==> src/rtl/wb_cmd_master.sv <==
// wb_cmd_master: one-command-at-a-time Wishbone initiator.
// A command on the valid/ready port becomes one classic WB cycle. The result
// comes back on the valid/ready response port.
// Optional ACK timeout: define WB_MASTER_TIMEOUT_EN. Without it the bus phase
// waits for ACK indefinitely and rsp_err_o is tied low.
module wb_cmd_master #(
  parameter int          ADR_W          = 17,
  parameter int          DAT_W          = 32,
  parameter int          TIMEOUT_CYCLES = 16,
  parameter int          TIMEOUT_W      = 5,
  parameter logic [31:0] ERR_READ_VALUE = 32'hBAD_FAB_AC
) (
  input  logic             WB_CLK,
  input  logic             WB_RST,
  input  logic             cmd_valid_i,
  output logic             cmd_ready_o,
  input  logic             cmd_we_i,
  input  logic [ADR_W-1:0] cmd_adr_i,
  input  logic [3:0]       cmd_be_i,
  input  logic [DAT_W-1:0] cmd_wdat_i,
  output logic             rsp_valid_o,
  input  logic             rsp_ready_i,
  output logic [DAT_W-1:0] rsp_rdat_o,
  output logic             rsp_err_o,
  output logic [ADR_W-1:0] WBm_ADR_o,
  output logic             WBm_CYC_o,
  output logic             WBm_STB_o,
  output logic             WBm_WE_o,
  output logic             WBm_RD_o,
  output logic [3:0]       WBm_BYTE_STB_o,
  output logic [DAT_W-1:0] WBm_WR_DAT_o,
  input  logic [DAT_W-1:0] WBm_RD_DAT_i,
  input  logic             WBm_ACK_i,
  output logic             busy_o,
  output logic [15:0]      txn_cnt_o
);

  // The timeout counter must be able to hold the limit value.
  if ((2 ** TIMEOUT_W) <= TIMEOUT_CYCLES) begin : g_bad_timeout_w
    $error("wb_cmd_master: TIMEOUT_W too narrow for TIMEOUT_CYCLES");
  end

  typedef enum logic [1:0] {IDLE, BUS, RESP} state_t;

  state_t      state, state_nx;
  logic        accept;
  logic        bus_ack;
  logic        timeout;
  logic [15:0] txn_cnt;

  assign accept   = cmd_valid_i & cmd_ready_o;
  // ACK only means something while a cycle is on the bus.
  assign bus_ack  = (state == BUS) & WBm_ACK_i;

  // CYC/STB come straight from the registered state, so they rise the cycle
  // after accept and drop the cycle after ACK (or timeout).
  assign cmd_ready_o = (state == IDLE);
  assign busy_o      = (state != IDLE);
  assign rsp_valid_o = (state == RESP);
  assign WBm_CYC_o   = (state == BUS);
  assign WBm_STB_o   = (state == BUS);
  assign WBm_RD_o    = WBm_CYC_o & ~WBm_WE_o;
  assign txn_cnt_o   = txn_cnt;

`ifdef WB_MASTER_TIMEOUT_EN
  logic [TIMEOUT_W-1:0] to_cnt;
  logic                 rsp_err_q;

  // Cycles spent in BUS without ACK; restarts with every accepted command.
  always_ff @(posedge WB_CLK or posedge WB_RST) begin
    if (WB_RST)                              to_cnt <= '0;
    else if (accept)                         to_cnt <= '0;
    else if ((state == BUS) && !WBm_ACK_i)   to_cnt <= to_cnt + TIMEOUT_W'(1);
  end

  // Limit hit this cycle with no ACK; an ACK on the last cycle still wins.
  assign timeout = (state == BUS) && !WBm_ACK_i &&
                   (to_cnt == TIMEOUT_W'(TIMEOUT_CYCLES - 1));

  // Error flag is captured alongside the response data.
  always_ff @(posedge WB_CLK or posedge WB_RST) begin
    if (WB_RST)                   rsp_err_q <= 1'b0;
    else if (bus_ack || timeout)  rsp_err_q <= ~bus_ack;
  end

  assign rsp_err_o = rsp_err_q;
`else
  assign timeout   = 1'b0;
  assign rsp_err_o = 1'b0;
`endif

  // State register.
  always_ff @(posedge WB_CLK or posedge WB_RST) begin
    if (WB_RST) state <= IDLE;
    else        state <= state_nx;
  end

  // Next-state logic.
  always_comb begin
    state_nx = state;
    case (state)
      IDLE:    if (accept)              state_nx = BUS;
      BUS:     if (bus_ack || timeout)  state_nx = RESP;
      RESP:    if (rsp_ready_i)         state_nx = IDLE;
      default:                          state_nx = IDLE;
    endcase
  end

  // Bus-side command fields latch at accept and hold through the bus phase.
  always_ff @(posedge WB_CLK or posedge WB_RST) begin
    if (WB_RST) begin
      WBm_ADR_o      <= '0;
      WBm_WE_o       <= 1'b0;
      WBm_BYTE_STB_o <= '0;
      WBm_WR_DAT_o   <= '0;
    end else if (accept) begin
      WBm_ADR_o      <= cmd_adr_i;
      WBm_WE_o       <= cmd_we_i;
      WBm_BYTE_STB_o <= cmd_be_i;
      WBm_WR_DAT_o   <= cmd_wdat_i;
    end
  end

  // Response data: slave data on a read ACK, error pattern on a read timeout,
  // zero for any write. Held until the next bus completion.
  always_ff @(posedge WB_CLK or posedge WB_RST) begin
    if (WB_RST)
      rsp_rdat_o <= '0;
    else if (bus_ack || timeout)
      rsp_rdat_o <= WBm_WE_o ? '0 : (bus_ack ? WBm_RD_DAT_i : DAT_W'(ERR_READ_VALUE));
  end

  // Completed responses, timed-out ones included; wraps naturally.
  always_ff @(posedge WB_CLK or posedge WB_RST) begin
    if (WB_RST)                          txn_cnt <= '0;
    else if (rsp_valid_o && rsp_ready_i) txn_cnt <= txn_cnt + 16'd1;
  end

endmodule
==> config.mk <==
export PLATFORM = sky130hd
export DESIGN_NAME = wb_cmd_master
export DESIGN_NICKNAME = d
export VERILOG_FILES = /design/src/rtl/wb_cmd_master.sv
export SDC_FILE = /design/constraint.sdc
export NUM_CORES = 1
export LEC_CHECK = 0
export ABC_CLOCK_PERIOD_IN_PS = 4600
export BUFFER_PORTS_ARGS = -buffer_cell sky130_fd_sc_hd__buf_4
export CORE_MARGIN = 2
export CORE_UTILIZATION = 50
export CTS_CLUSTER_DIAMETER = 80
export DETAILED_ROUTE_END_ITERATION = 8
export PLACE_DENSITY = 0.91
export SLEW_MARGIN = 20
export SYNTH_ARGS = -nofsm -noshare
export SYNTH_HDL_FRONTEND = slang
export SYNTH_SLANG_ARGS = --single-unit
==> constraint.sdc <==
create_clock -name WB_CLK -period 4.6 [get_ports WB_CLK]
set_input_delay 0.23 -clock WB_CLK [delete_from_list [all_inputs] [get_ports WB_CLK]]
set_output_delay 0.23 -clock WB_CLK [all_outputs]
set_load 0.01 [all_outputs]
# Word level (Yosys, flattened, before mapping)
# Index checks and enable logic that the tools add are counted.
[totals]
elab_cells = 26
reg_bits = 104
output_inout_bits = 109
input_bits = 91
[classes]
eq_ne = 5
n_reduce_logical = 4
addsub = 1
n_mux = 5
n_bitwise = 4
[op_table]
columns = ["op", "n"]
rows = [
  ["$mux W32", 1],
  ["$add A16 B1 Y16 const B", 1],
  ["$mux W2", 3],
  ["$ne A2 B1 Y1 const B", 3],
  ["$pmux W2 S3", 1],
  ["$and A1 B1 Y1", 3],
  ["$reduce_and A3 Y1", 1],
  ["$eq A2 B1 Y1 const B", 1],
  ["$eq A2 B2 Y1 const B", 1],
  ["$logic_not A2 Y1", 1],
  ["$reduce_bool A2 Y1", 1],
  ["$logic_and A1 B1 Y1", 1],
  ["$not A1 Y1", 1],
]

# Logic depth before layout (Yosys ltp)
[depth]
word_depth = 4
ltp_mapped = 7

# Worst setup path before layout
# OpenSTA, ideal clock, no wires.
[synth_path]
path_kind = "register -> register"
from = "reg state[1]"
to = "reg WBm_ADR_o[0]"
synth_period_minus_slack_ns = 1.504
path_slack_ns = 3.096
arrival_time_ns = 1.376
required_ns = 4.472
setup_ns = 0.128
stages_incl_launch_ff = 6
cell_sequence = "dfrtp_1 nor2_2 and2_1 buf_6 buf_6 mux2_1"
[synth_between]
elab_chain_cells = 2
[synth_rtl]
columns = ["item", "line_no", "text"]
rows = [
  ["from (decl)", "45", "state_t state, state_nx;"],
  ["from (signal assigned)", "95", "else state <= state_nx;"],
  ["$logic_not A2 Y1", "57", "assign cmd_ready_o = (state == IDLE);"],
  ["named net cmd_ready_o", "16", "output logic cmd_ready_o,"],
  ["$and A1 B1 Y1", "51", "assign accept = cmd_valid_i & cmd_ready_o;"],
  ["to (signal assigned)", "117", "WBm_ADR_o <= cmd_adr_i;"],
  ["to (decl)", "25", "output logic [ADR_W-1:0] WBm_ADR_o,"],
]
# The timed path passes the listed nets, and every way through them passes these cells.
# A chain may end at the register's enable or synchronous reset.

# Worst setup path in the final report
[layout_path]
from = "reg state[1]"
to = "reg WBm_ADR_o[13]"
[layout_between]
elab_chain_cells = 2
[layout_rtl]
columns = ["item", "line_no"]
rows = [
  ["$logic_not A2 Y1", "57"],
  ["$and A1 B1 Y1", "51"],
]
# Every way passes these cells.

==> reports/results.ini <==
[yosys]
synth-xor-area-share_pct = 3.011
synth_top_area_share_pct = 59.65
synth_ff_type = dfrtp_1
async_flop_share_pct = 100.0
synth_compound_area_share_pct = 3.958
synth_nets = 419
synth_area_mm2 = 0.004363
synthCells = 327
synthTopCellsByArea = dfrtp_1 (60%), mux2_4 (15%), nand2b_1 (4.9%)
synth.most_common_cell = dfrtp_1
yosys-top-cells-count = dfrtp_1 (104), mux2_4 (45), nand2_1 (40)
synth_top_family_by_area = multiplexers
synth.avg_cell_area_um2 = 13.34
yosysTopAreaCell = dfrtp_1
synthSimpleGateAreaFrac_pct = 11.67
synth_fa_ha_area_share_pct = 0.2868
synth-edff-count = 0
muxShareOfSynthArea_pct = 18.07
synth_seq_cells = 104
ys_types = 31
yosysWarnings = 0
synth-seq-area-share_pct = 59.65

[worst_setup_path]
reg2reg_to = WBm_ADR_o[13]
critPathBufInv = 0
r2r_start = state[1]
crit_type = reg2reg
rr_worst_depth = 3
worstPathMaxFanout = 55
rrSetupSlack_ps = 2590
path_cells = nor2_2 -> and2_4 -> mux2_2
crit_path_end_kind = register
slowest_stage = and2_4
endpoint = WBm_ADR_o[13]
crit_required_ps = 4830
max_stage_delay_ps = 810
critical_path.startpoint = state[1]
start_kind = register
path_delay_family = simple AND/OR/NAND/NOR gates
cp.arrival_ps = 2240
crit_cells = 3

[global_route]
overflow = 0
antenna_found_initial = 0
grt_max_degree = 66
grt_pass1_wl_mm = 15.84
grt_pass1_vias = 3090
grt.total_usage_pct = 20.76

[power_and_ir_drop]
powerDensity_mw_per_mm2 = 663.4
power_frac_seq_pct = 40.3
power_switching_w = 0.001361
irDropWorstVdd_mv = 0.3982
pwr-share-clk_pct = 14.7
p_int_w = 0.002681
p_sw_share_pct = 33.67
p_comb_share_pct = 45.1
power.leakage_nw = 3.110

[drt]
dr.first_iter.drc_count = 60
drt_pre_antenna_iters = 4
wl_per_cell_um = 15.61
vias = 3070
totalWireLength_mm = 9.878
drc = 0
antenna_left = 0
drt-vias-per-instance = 4.850

[min_path]
hold_path.class = in2reg
holdPathStages = 2

[sta]
setup_slack_ps = 2587
rsz0062_at_grt = no
hold_viol_final = 0
setup_viol = 0
final_max_slew_viol_count = 0
finalCriticalPeriod_ps = 2013
finalCritPeriodShare_pct = 43.77
slew_headroom_pct = 34.71
worst_slew_pin_slew_ps = 979.4
finClkSkew_ps = 18.52
tns_ps = 0
clock.fmax_ghz = 0.4967

[clock_network]
htreeDepth = 3
clock-sinks = 104
clock_latency_ps = 350
postCtsSetupBuffers = 0
clk_pin_slew_ps = 100
cts_buffers = 9
cts_tree = done
clock_path_buffers = 2
cts-root-buf = clkbuf_8

[finish]
layout-drive-gt1-share_pct = 52.38
area_growth_pct = 39.63
fill_cells = 627
n_antenna_cell = 0
fin_cells = 633
final_nets = 612

[floorplan]
die_w_um = 97.41
rows = 34
initial_core_util_pct = 50.77
die_area_mm2 = 0.009489
core_mm2 = 0.008593
top_level_ports = 200
die_h_um = 97.41

[place]
pre_cts_slack_ps = 2630
post-place-cells = 616
routabilityCongestion = 0.7833
numPortBuffers = 198
dpl.hpwl_mm = 7.212

[status]
status = complete, no violations

[run]
drv_cap = 0

## worst register-to-register path: stages, from the launching register on
cell	delay, ps
dfrtp_1	450
nor2_2	180
and2_4	810
mux2_2	460
## registers in the layout, summed over array words and instances, names as in the netlist
register,count
WBm_WR_DAT_o,32
rsp_rdat_o,32
WBm_ADR_o,17
txn_cnt_o,16
WBm_BYTE_STB_o,4
state,2
WBm_WE_o,1
## layout by cell type, fill, tap and decap left out
cell type,instances
and2_4,1
and3_1,3
buf_4,199
bufinv_16,1
clkbuf_8,10
clkinvlp_4,1
conb_1,1
dfrtp_1,104
dlygate4sd3_1,1
ha_1,1
inv_1,2
inv_2,1
inv_4,1
inv_6,4
mux2_1,4
mux2_2,6
mux2_4,45
nand2_1,39
nand2_2,1
nand2b_1,34
nand3_1,5
nand3b_2,1
nand4_1,1
nand4b_1,1
nor2_1,4
nor2_2,1
nor3_1,1
nor3_2,1
nor4_2,1
nor4_4,1
o21ai_0,33
o21bai_1,1
xnor2_1,9
xor2_1,6
## power groups by stage
stage	Clock [W]	Sequential [W]	Combinational (W)
floorplan	0	0.00176	0.000836
CTS	0.000612	0.00163	0.00184
detailed placement	0	0.00164	0.00184
global route	0.000644	0.00169	0.00195
finish	0.000593	0.00163	0.00182
global placement	0	0.00162	0.00177
## layer usage
metal,global-route usage [%],vias to the layer above,wire [um]
li1,-,1469,-
met1,27.53,1464,4163
met2,34.38,127,4986
met3,4.820,10,599
met4,6.090,0,129
met5,0,-,0
## worst min path at each step
stage                   start           endpoint  slack, ps
2_1_floorplan       WBm_ACK_i           state[0]        330
3_3_place_gp           WB_RST   WBm_WR_DAT_o[30]        340
3_5_place_dp           WB_RST  WBm_BYTE_STB_o[2]        350
4_1_cts        cmd_wdat_i[31]   WBm_WR_DAT_o[31]         70
5_1_grt        cmd_wdat_i[31]   WBm_WR_DAT_o[31]         60
6_report          rsp_ready_i           state[1]         90
## metrics by stage
stage | hold slack, ps | utilization, % | power [W] | area (um2)
6_report | 90.64 | 70.89 | 0.004042 | 6092
5_1_grt | 64.22 | 70.89 | 0.004277 | 6092
4_1_cts | 66.40 | 70.89 | 0.004086 | 6092
3_5_place_dp | 348.9 | 68.33 | 0.003478 | 5872
3_3_place_gp | 338.3 | 68.33 | 0.003394 | 5872
2_1_floorplan | 328.6 | - | 0.002597 | 4363
## logic make-up (layout without fill, tap and decap cells)
group | count (synthesis) | after routing
AOI/OAI and AO/OA | 34 | 34
xor gates and xnor gates | 15 | 15
adders and majority gates | 1 | 1
buffers and inverters | 22 | 220
DFF | 104 | 104
muxes | 55 | 55
other | 1 | 1
and+or+nand+nor | 95 | 95
## final cells by class
cell class	instances	area [um2]	share of cell area, %
multi-input combinational	201	1623	26.64
timing repair buffer	200	1504	24.69
sequential	104	2603	42.72
clock inverter	6	72.57	1.191
clock buffer	10	137.6	2.259
tap	108	135.1	2.218
inverter	4	17.52	0.2875
## repair_timing
item / in CTS / in global routing
hold buffers: 1 / 0
hold endpoints to repair: 49 / 0
resized for setup: 0 / 0
Power figures use the tool's default switching activity.
